===== config.mk =====
export PLATFORM = sky130hd
export DESIGN_NAME = fifo_write_arbiter
export DESIGN_NICKNAME = d
export VERILOG_FILES = /design/src/rtl/fifo_write_arbiter.sv
export SDC_FILE = /design/constraint.sdc
export NUM_CORES = 1
export LEC_CHECK = 0
export ABC_AREA = 1
export CORE_ASPECT_RATIO = 1.75
export CORE_UTILIZATION = 37
export DETAILED_ROUTE_END_ITERATION = 10
export HOLD_SLACK_MARGIN = 0.02
export PLACE_DENSITY_LB_ADDON = 0.12
export SYNTH_ARGS = -nofsm -noshare
export SYNTH_HDL_FRONTEND = slang
export SYNTH_SLANG_ARGS = --single-unit

===== constraint.sdc =====
create_clock -name write_clk -period 2.8 [get_ports write_clk]
set_input_delay 0.56 -clock write_clk [delete_from_list [all_inputs] [get_ports write_clk]]
set_output_delay 0.56 -clock write_clk [all_outputs]
set_load 0.02 [all_outputs]

===== src/rtl/fifo_write_arbiter.sv =====
// Packet-level round-robin arbiter for the async FIFO write port.
// Optional per-requester beat and stall statistics: define FIFO_ARB_STATS_EN.
module fifo_write_arbiter #(
   parameter int NUM_REQ    = 4,
   parameter int DATA_WIDTH = 8,
   parameter int IDX_WIDTH  = $clog2(NUM_REQ)
) (
   input  logic                          write_clk,
   input  logic                          write_reset,
   input  logic [NUM_REQ-1:0]            req_valid,
   input  logic [NUM_REQ-1:0]            req_last,
   input  logic [NUM_REQ*DATA_WIDTH-1:0] req_data,
   output logic [NUM_REQ-1:0]            req_ready,
   input  logic                          write_full,
   output logic                          write_incr,
   output logic [DATA_WIDTH-1:0]         write_data,
   output logic                          grant_valid,
   output logic [IDX_WIDTH-1:0]          grant_idx
`ifdef FIFO_ARB_STATS_EN
   ,
   output logic [NUM_REQ*16-1:0]         beat_count,
   output logic [15:0]                   stall_count
`endif
);

   typedef enum logic [0:0] {
      S_IDLE   = 1'b0,
      S_LOCKED = 1'b1
   } state_t;

   state_t                 state_q, state_d;
   logic [IDX_WIDTH-1:0]   grant_q, grant_d;
   logic [IDX_WIDTH-1:0]   rr_q, rr_d;
   logic                   transfer_s;
   logic                   pkt_end_s;
   logic [IDX_WIDTH-1:0]   ptr_next_s;
   logic [NUM_REQ-1:0]     others_s;
   logic [IDX_WIDTH:0]     pick_idle_s;
   logic [IDX_WIDTH:0]     pick_end_s;

   // Returns {found, index} of the first set bit of vec scanning upward from ptr with wrap.
   function automatic logic [IDX_WIDTH:0] rr_pick(input logic [NUM_REQ-1:0] vec,
                                                  input logic [IDX_WIDTH-1:0] ptr);
      logic                 found;
      logic [IDX_WIDTH-1:0] idx;
      int                   j;
      found = 1'b0;
      idx   = '0;
      for (int k = 0; k < NUM_REQ; k++) begin
         j = int'(ptr) + k;
         if (j >= NUM_REQ) begin
            j = j - NUM_REQ;
         end else begin
            j = j;
         end
         if (!found && vec[IDX_WIDTH'(j)]) begin
            found = 1'b1;
            idx   = IDX_WIDTH'(j);
         end else begin
            found = found;
         end
      end
      return {found, idx};
   endfunction

   assign transfer_s  = (state_q == S_LOCKED) && req_valid[grant_q] && !write_full;
   assign pkt_end_s   = transfer_s && req_last[grant_q];
   assign ptr_next_s  = (grant_q == IDX_WIDTH'(NUM_REQ - 1)) ? '0 : grant_q + 1'b1;
   assign pick_idle_s = rr_pick(req_valid, rr_q);
   assign pick_end_s  = rr_pick(others_s, ptr_next_s);
   assign grant_idx   = grant_q;

   // The finishing owner is masked out of the back-to-back re-arbitration.
   always_comb begin
      others_s           = req_valid;
      others_s[grant_q]  = 1'b0;
   end

   always_ff @(posedge write_clk) begin
      if (write_reset) begin
         state_q <= S_IDLE;
         grant_q <= '0;
         rr_q    <= '0;
      end else begin
         state_q <= state_d;
         grant_q <= grant_d;
         rr_q    <= rr_d;
      end
   end

   always_comb begin
      state_d = state_q;
      grant_d = grant_q;
      rr_d    = rr_q;
      case (state_q)
         S_IDLE: begin
            if (pick_idle_s[IDX_WIDTH]) begin
               state_d = S_LOCKED;
               grant_d = pick_idle_s[IDX_WIDTH-1:0];
            end else begin
               state_d = S_IDLE;
            end
         end
         S_LOCKED: begin
            if (pkt_end_s) begin
               rr_d = ptr_next_s;
               if (pick_end_s[IDX_WIDTH]) begin
                  grant_d = pick_end_s[IDX_WIDTH-1:0];
               end else begin
                  state_d = S_IDLE;
               end
            end else begin
               state_d = S_LOCKED;
            end
         end
         default: begin
            state_d = S_IDLE;
         end
      endcase
   end

   always_comb begin
      grant_valid = 1'b0;
      req_ready   = '0;
      write_incr  = 1'b0;
      write_data  = '0;
      case (state_q)
         S_LOCKED: begin
            grant_valid        = 1'b1;
            req_ready[grant_q] = !write_full;
            write_incr         = transfer_s;
            if (transfer_s) begin
               write_data = req_data[grant_q*DATA_WIDTH +: DATA_WIDTH];
            end else begin
               write_data = '0;
            end
         end
         default: begin
            grant_valid = 1'b0;
         end
      endcase
   end

`ifdef FIFO_ARB_STATS_EN
   logic [15:0] beat_q [NUM_REQ];
   logic [15:0] stall_q;

   // Saturating counters; they hold at all-ones rather than wrapping.
   always_ff @(posedge write_clk) begin
      if (write_reset) begin
         for (int i = 0; i < NUM_REQ; i++) begin
            beat_q[i] <= 16'h0000;
         end
         stall_q <= 16'h0000;
      end else begin
         for (int i = 0; i < NUM_REQ; i++) begin
            if (transfer_s && (grant_q == IDX_WIDTH'(i)) && (beat_q[i] != 16'hFFFF)) begin
               beat_q[i] <= beat_q[i] + 16'h0001;
            end else begin
               beat_q[i] <= beat_q[i];
            end
         end
         if ((state_q == S_LOCKED) && req_valid[grant_q] && write_full && (stall_q != 16'hFFFF)) begin
            stall_q <= stall_q + 16'h0001;
         end else begin
            stall_q <= stall_q;
         end
      end
   end

   for (genvar g = 0; g < NUM_REQ; g++) begin : g_beat_out
      assign beat_count[g*16 +: 16] = beat_q[g];
   end
   assign stall_count = stall_q;
`endif

endmodule


==> results.yml, run 1 <==
finish:
  final_common_cell: "nand2_1"
  final_cell_mix: "nand2_1, nor2_1, clkdlybuf4s50_1, inv_1, o21ai_0"
  post-route-util_pct: 62.1
  multi_input_area_um2: 1030
  fillers: 311
  drive_above_1_share_pct: 14.6
  area_growth_pct: 56.4
  final_cells: 352
  fin_nets: 357
  antennaDiodeCount: 0
  register_area_um2: 100
synth:
  synth_compound_area_share_pct: 19.8
  synth_warnings: 0
  synth_nets: 290
  synthXorXnorAreaFrac_pct: 0
  synthAdderAreaFrac_pct: 3.93
  ys_async_sr_fraction_pct: 0
  synth_top_family_by_area: "simple AND/OR/NAND/NOR gates"
  synth_edf_count: 0
  synth_ff_type: "dfxtp_1"
  ys_ff_latch: 5
  ys_seq_area_share_pct: 7.86
  yosys.cell_types.count: 29
  synth_area_per_cell_um2: 5.24
  synthSimpleGateAreaFrac_pct: 57.2
  syn_area_um2: 1270
  synth_mux_area_share_pct: 0
  netlist_instances: 243
sta:
  rsz0062_at_grt: "false"
  fmax_ghz: 0.384
  fin_ws_ns: 0.198
  clock_skew_ns: 0.0000550
  setup_viol: 0
  min_period_over_period_pct: 92.9
  slew_violations: 0
  finalHoldViolCount: 0
  tightest_slew_ns: 0.415
  final.min_clock_period_ns: 2.60
  slew_headroom_pct: 72.3
die:
  core_area_um2: 3210
  ios: 59
  rows: 27
  fp.dieArea_um2: 3690
  dieWidth_um: 46.4
  die_y_um: 79.6
  floorplan.initialDensity_pct: 39.7
drt:
  num_vias: 1671
  wl_per_cell_um: 10.5
  drtIter0Drc: 26
  vias_per_cell: 4.75
  drcViolationCount: 0
  routed_wl_um: 3680
  ant_nets: 0
  drtPass1Iterations: 2
power:
  power_frac_comb_pct: 81.9
  power.switching_uw: 743
  power_uw: 1360
  p_clk_share_pct: 9.6
  p_leak_uw: 0.000988
  pwr-share-seq_pct: 8.4
  ir_worst_vdd_mv: 0.368
  power_per_cell_area_nw_per_um2: 682
  swShare_pct: 54.7
  p_int_uw: 616
placed_design:
  pre_cts_ws_ns: -0.0493
  port_buffers: 58
  place.gp.congestion: 0.870
  place_hpwl_um: 3150
  dp.cells: 348
clock_tree:
  numCtsBuffers: 3
  ctsHoldBuffers: 0
  clk_latency_ns: 0.22
  cts.reportedPaths.clkPinSlew_ns: 0.03
  clk_path_buf_depth: 2
  cts_tree: "done"
  cts_setup_buffers: 0
  cts-root-buf: "clkbuf_8"
  clock-sinks: 5
  cts.repair.resized: 8
  htree_num_levels: 1
global_routing:
  grt_usage_pct: 22.3
  antenna_found_initial: 0
  grt_pass1_vias: 1624
  grt_pass1_wl_um: 6380
  grt.overflow.total: 0
  grt_max_degree: 18
critical_path:
  cp_data_required_time_ns: 2.24
  cp_top_family: "buffers and inverters"
  cp-start-kind: "input pin"
  cp_cell_sequence: "clkdlybuf4s50_1 > nor2_1 > inv_1 > nor2_1 > clkdlybuf4s50_1"
  critical_path_class: "in2out"
  cp_num_buf_inv: 3
  critPathArrivalTime_ns: 2.04
  max_stage_delay_ns: 0.62
  worst-path-max-fanout: 4
  worstSetupEndpointType: "output pin"
  crit_slowest_cell: "clkdlybuf4s50_1"
  rrSetupSlack_ns: 0.42
worst_hold_path:
  min_path_type: "reg2reg"
run:
  maxCapViolations: 0
outcome:
  status: "finished, final reports clean"
-- path summary, 6_finish.rpt --
path,startpoint,endpoint,cells after the start
max,write_full,req_ready[0],5
min,state_q,state_q,2
max reg2reg,grant_idx[1],grant_idx[0],13
min reg2reg,state_q,state_q,2
-- logic make-up after synthesis --
kind of cell	count (synthesis)
adders and majority gates	4
buffers and inverters	32
DFF	5
AOI/OAI and AO/OA	47
and+or+nand+nor	155
-- through the flow --
step	setup TNS, ns	hold slack, ns	instance area (um2)
2_1_floorplan	0	0.497	1270
3_3_place_gp	-0.196	0.516	1950
3_5_place_dp	-0.307	0.533	1950
4_1_cts	0	0.553	1990
5_1_grt	0	0.589	1990
6_report	0	0.542	1990
-- final cells by class --
cell class	instances	share of cell area, %
inverter	23	4.59
clock buffer	4	2.26
timing repair buffer	71	33.7
tap	43	2.70
sequential	5	5.03
multi-input combinational	206	51.8
-- synth_stat cells, types with 2 or more instances --
master    number  area share, %
a211oi_1       2            1.2
nor2_1        56             17
nor2_2         3            1.5
inv_4          2           0.98
a21oi_1       15            5.9
clkbuf_1       2           0.59
buf_4          4            2.4
o21ai_0       16            6.3
buf_2          2           0.79
nand3_1       11            4.3
inv_2          3           0.88
nand3b_1       2            1.2
nand2_2        9            4.4
nand2_4        6            5.3
ha_1           4            3.9
dfxtp_1        5            7.9
nand2_1       63             19
o21ai_1       11            4.3
inv_1         17            5.0
-- power by group through the flow --
stage / logic (uW) / clock network [uW] / registers, uW
after floorplan: 834 / 0 / 115
after global placement: 1130 / 0 / 116
after detailed placement: 1130 / 0 / 116
after CTS: 1130 / 131 / 115
after global routing: 1250 / 135 / 119
final: 1110 / 131 / 115
-- worst register-to-register path, stage by stage, from the launching register on --
cell and delay (ns):
dfxtp_1 0.53, inv_1 0.10, buf_4 0.19, ha_1 0.33, inv_1 0.20, nand2_1 0.13, nand2_4 0.12, nand2_1 0.07
o21ai_2 0.09, nand4_2 0.15, nand2_2 0.11, nand2_4 0.06, o21bai_1 0.12, nor2_1 0.06
-- routing by layer --
metal	GRT usage, %	wire length [um]	part of all wire, %	vias to the layer above
met2	42.4	2020	55	57
met1	23.1	1390	38	702
met4	7.65	101	2.7	0
met3	2.49	173	4.7	11
met5	0	0	0	-
li1	-	-	-	901
-- state kept, by name, indices dropped and copies added (netlist names) --
signal and cells:
rr_q 2, grant_idx 2, state_q 1
Note: power is estimated with default switching activity, not from simulation.
==> run 2: changes to the inputs <==
--- a/config.mk
+++ b/config.mk
@@ -6,6 +6,7 @@
 export NUM_CORES = 1
 export LEC_CHECK = 0
 export ABC_AREA = 1
+export ABC_CLOCK_PERIOD_IN_PS = 3360
 export CORE_ASPECT_RATIO = 1.75
 export CORE_UTILIZATION = 37
 export DETAILED_ROUTE_END_ITERATION = 10
==> constraint.sdc (replaced) <==
create_clock -name write_clk -period 3.36 [get_ports write_clk]
set_input_delay 0.672 -clock write_clk [delete_from_list [all_inputs] [get_ports write_clk]]
set_output_delay 0.672 -clock write_clk [all_outputs]
set_load 0.02 [all_outputs]
==> run 2 against run 1 <==
Effect of this change:
- register-to-register slack improved by 0.66 ns
- via count fell by 2.4%
- non-clock buffer count shrank 9
- power fell by 17%
- clock-buffer cell count did not move
- largest power group unchanged
==> results.yml, run 2 (synthesized netlist as in run 1, its figures left out) <==
power:
  power_per_cell_area_nw_per_um2: 586
  p_leak_uw: 0.000892
  ir_worst_vdd_mv: 0.272
clock_tree:
  ctsHoldBuffers: 0
  cts.reportedPaths.clkPinSlew_ns: 0.03
  clock-sinks: 5
  numCtsBuffers: 3
  clk_path_buf_depth: 2
  cts.repair.resized: 0
  clk_latency_ns: 0.22
  htree_num_levels: 1
  cts_setup_buffers: 0
  cts-root-buf: "clkbuf_8"
  cts_tree: "done"
sta:
  min_period_over_period_pct: 94.2
  setup_viol: 0
  final.min_clock_period_ns: 3.16
  finalHoldViolCount: 0
  slew_violations: 0
  fmax_ghz: 0.316
  slew_headroom_pct: 71.9
  clock_skew_ns: 0.00389
  setup_tns_ns: 0
  rsz0062_at_grt: "false"
  holdWs_ns: 0.532
  tightest_slew_ns: 0.422
finish:
  drive_above_1_share_pct: 12.0
  register_area_um2: 100
  area_growth_pct: 51.7
  fin_nets: 348
  final_common_cell: "nand2_1"
  multi_input_area_um2: 1030
  fillers: 332
  antennaDiodeCount: 0
  final_cell_mix: "nand2_1, clkdlybuf4s50_1, nor2_1, inv_1, o21ai_0"
die:
  floorplan.initialDensity_pct: 39.7
  rows: 27
  ios: 59
  fp.dieArea_um2: 3690
  die_y_um: 79.6
  core_area_um2: 3210
  dieWidth_um: 46.4
critical_path:
  cp_top_family: "buffers and inverters"
  cp_cell_sequence: "clkdlybuf4s50_1 > inv_1 > a21oi_1 > o21ai_1 > nand2_1 > nand2_2 > a21oi_1 > clkdlybuf4s50_1"
  critPathArrivalTime_ns: 2.49
  cp-start-kind: "input pin"
  cp_num_buf_inv: 3
  worst-path-max-fanout: 10
  critical_path_class: "in2out"
  worstSetupEndpointType: "output pin"
  crit_slowest_cell: "clkdlybuf4s50_1"
  max_stage_delay_ns: 0.63
  cp_data_required_time_ns: 2.69
worst_hold_path:
  min_path_type: "reg2reg"
global_routing:
  grt_max_degree: 25
  grt.overflow.total: 0
  antenna_found_initial: 0
  grt_pass1_wl_um: 6240
  grt_usage_pct: 22.5
  grt_pass1_vias: 1526
drt:
  ant_nets: 0
  drtIter0Drc: 28
  drtPass1Iterations: 4
  routed_wl_um: 3750
  vias_per_cell: 4.76
  wl_per_cell_um: 10.9
  drcViolationCount: 0
  num_vias: 1631
placed_design:
  place.gp.congestion: 0.871
  place_hpwl_um: 3040
  port_buffers: 58
outcome:
  status: "finished, final reports clean"
run:
  maxCapViolations: 0
==> run 2: changes by cell type in the layout (fill, tap and decap cells not counted) <==
cell / previous run / this run
dlymetal6s2s_1: 1 / 0
buf_4: 13 / 4
dlygate4sd2_1: 8 / 0
clkdlybuf4s50_1: 49 / 58
==> run 2: layout make-up <==
cell class	count	area share (%)
Timing Repair Buffer	62	31.6
Multi-Input combinational cell	206	53.4
Inverter	23	4.73
Sequential cell	5	5.18
Clock buffer	4	2.33
Tap cell	43	2.78
==> run 2: worst min-delay path, stage by stage, from the launching register on <==
cell and delay (ns):
dfxtp_1 0.33, o21ai_1 0.08, a21oi_1 0.06
==> run 2: per-stage QoR <==
stage | instance area, um2 | setup WS [ns] | std cells | util (%) | power, uW
6_report | 1930 | 0.196 | 343 | 60.2 | 1130
5_1_grt | 1930 | 0.0269 | 343 | 60.2 | 1250
4_1_cts | 1930 | 0.183 | 343 | 60.2 | 1140
3_5_place_dp | 1890 | 0.187 | 339 | 58.8 | 1020
3_3_place_gp | 1890 | 0.233 | 339 | 58.8 | 1020
2_1_floorplan | 1270 | 0.812 | 243 | - | 791
==> run 2: routing by layer <==
metal	GRT usage [%]	vias to the layer above	wire length (um)	share of wire [%]
met5	0	-	0	0
met4	5.29	0	22	0.59
met3	2.04	2	132	3.5
met2	44.0	57	2090	56
met1	23.2	685	1500	40
li1	-	887	-	-
==> run 2: power by group <==
part           total, uW  switching, uW  internal (uW)
Sequential          88.4           16.7           71.7
Combinational        929            580            349
Clock                114           32.0           81.7
==> run 2: path summary, 6_finish.rpt <==
kind	startpoint	endpoint	slack (ns)	depth (start not counted)
worst max-delay path	req_valid[2]	write_data[6]	0.20	8
worst min-delay path	state_q	state_q	0.53	2
worst max register to register	grant_idx[0]	grant_idx[0]	1.08	11
worst min register to register	state_q	state_q	0.53	2
==> run 3: changes to the inputs <==
--- a/config.mk
+++ b/config.mk
@@ -8,7 +8,7 @@
 export ABC_AREA = 1
 export ABC_CLOCK_PERIOD_IN_PS = 3360
 export CORE_ASPECT_RATIO = 1.75
-export CORE_UTILIZATION = 37
+export CORE_UTILIZATION = 45
 export DETAILED_ROUTE_END_ITERATION = 10
 export HOLD_SLACK_MARGIN = 0.02
 export PLACE_DENSITY_LB_ADDON = 0.12
==> run 3 against run 2 <==
Effect of this change:
- utilization is 11 points higher
- global-route usage increased by 2.4 points
- routed wire length about the same
- fmax decreased by 0.35%
- die area fell by 17%
- largest power group unchanged
- sequential share of layout area rose by 0.054 points
- flip-flop and latch count unchanged
- sequential power is 21% higher
- power down 0.99%
- clock skew fell by 0.00069 ns
- critical path depth did not move
- setup slack got worse by 0.011 ns
==> results.yml, run 3 (synthesized netlist as in run 1, its figures left out) <==
critical_path:
  max_stage_delay_ns: 0.63
  crit_slowest_cell: "clkdlybuf4s50_1"
  worstReg2RegStart: "grant_idx[0]"
  rrSetupSlack_ns: 0.58
  critical_path_class: "in2out"
  worst-path-max-fanout: 10
  cp-start-kind: "input pin"
  cp_data_required_time_ns: 2.69
  critPathArrivalTime_ns: 2.50
  r2r_end: "grant_idx[0]"
  cp_num_buf_inv: 3
  reg2regPathDepth: 12
  cp_cell_sequence: "clkdlybuf4s50_1 > inv_1 > a21oi_1 > o21ai_1 > nand2_1 > nand2_2 > a21oi_1 > clkdlybuf4s50_1"
  worstSetupEndpointType: "output pin"
  cp_top_family: "buffers and inverters"
placed_design:
  place.gp.congestion: 0.888
  port_buffers: 58
  pre_cts_ws_ns: 0.190
  place_hpwl_um: 3080
die:
  dieWidth_um: 42.2
  core_area_um2: 2690
  floorplan.initialDensity_pct: 47.3
  rows: 25
  fp.dieArea_um2: 3060
  ios: 59
  die_y_um: 72.4
clock_tree:
  clock-sinks: 5
  clk_path_buf_depth: 2
  cts_tree: "done"
  cts.repair.resized: 0
  numCtsBuffers: 3
  htree_num_levels: 1
  cts.reportedPaths.clkPinSlew_ns: 0.04
  cts-root-buf: "clkbuf_8"
  clk_latency_ns: 0.22
  ctsHoldBuffers: 0
  cts_setup_buffers: 0
sta:
  slew_headroom_pct: 58.3
  slew_violations: 0
  min_period_over_period_pct: 94.5
  rsz0062_at_grt: "false"
  setup_tns_ns: 0
  final.min_clock_period_ns: 3.17
  setup_viol: 0
  clock_skew_ns: 0.00321
  fmax_ghz: 0.315
  tightest_slew_ns: 0.624
  fin_ws_ns: 0.185
  finalHoldViolCount: 0
drt:
  num_vias: 1699
  vias_per_cell: 5.20
  drtPass1Iterations: 4
  wl_per_cell_um: 11.4
  drcViolationCount: 0
  ant_nets: 0
  drtIter0Drc: 32
  routed_wl_um: 3740
global_routing:
  grt.overflow.total: 0
  grt_usage_pct: 24.8
  grt_pass1_vias: 1633
  grt_pass1_wl_um: 6240
  antenna_found_initial: 0
  grt_max_degree: 24
worst_hold_path:
  min_path_type: "reg2reg"
  min_path_cells: 2
  hold_path_startpoint: "state_q"
  holdPathEnd: "state_q"
power:
  p_leak_uw: 0.000892
  power_per_cell_area_nw_per_um2: 586
  ir_worst_vdd_mv: 0.406
finish:
  final_common_cell: "nand2_1"
  fin_nets: 348
  area_growth_pct: 50.1
  multi_input_area_um2: 1030
  drive_above_1_share_pct: 12.0
  register_area_um2: 100
  antennaDiodeCount: 0
  fillers: 252
  final_cell_mix: "nand2_1, clkdlybuf4s50_1, nor2_1, inv_1, o21ai_0"
run:
  maxCapViolations: 0
outcome:
  status: "finished, final reports clean"
[run 3: cell counts in the layout (fill, tap and decap cells not counted)]
Identical to the previous run, type by type.
[run 3: layout make-up]
class	instances	area share, %
clock buffers	4	2.36
inverters	23	4.78
multi-input cells	206	53.9
flip-flops and latches	5	5.24
well taps	27	1.77
repair buffers	62	31.9
[run 3: worst max-delay path by stage]
stage                 startpoint            end  cells after the start
global route        req_valid[1]  write_data[4]                      8
floorplan           grant_idx[0]   grant_idx[0]                     16
detailed placement  req_valid[1]  write_data[4]                      8
global placement    req_valid[1]  write_data[6]                      8
finish              req_valid[1]  write_data[4]                      8
CTS                 req_valid[1]  write_data[4]                      8
[run 3: per-layer routing]
layer,track usage [%],routed length (um),vias up
met2,51.1,2020,70
met5,0,0,-
met1,23.5,1370,740
met3,4.73,266,6
met4,7.29,79,0
li1,-,-,883
[run 3: power breakdown]
| group | internal (uW) | total [uW] | switching, uW |
|---|---|---|---|
| Combinational | 349 | 899 | 550 |
| Sequential | 71.7 | 107 | 35.5 |
| Clock | 81.7 | 114 | 32.3 |
| Total | 502 | 1120 | 618 |
[run 3: per-stage QoR]
stage	utilization [%]	hold slack, ns	instance area [um2]	instances	power [uW]
floorplan	-	0.497	1270	243	791
global placement	69.4	0.524	1870	323	998
detailed placement	69.4	0.531	1870	323	1010
CTS	71.1	0.549	1910	327	1130
global route	71.1	0.572	1910	327	1240
finish	71.1	0.544	1910	327	1120
[run 3: worst min-delay path: stages, from the launching register on]
cell	delay (ns)
dfxtp_1	0.33
o21ai_1	0.09
a21oi_1	0.06
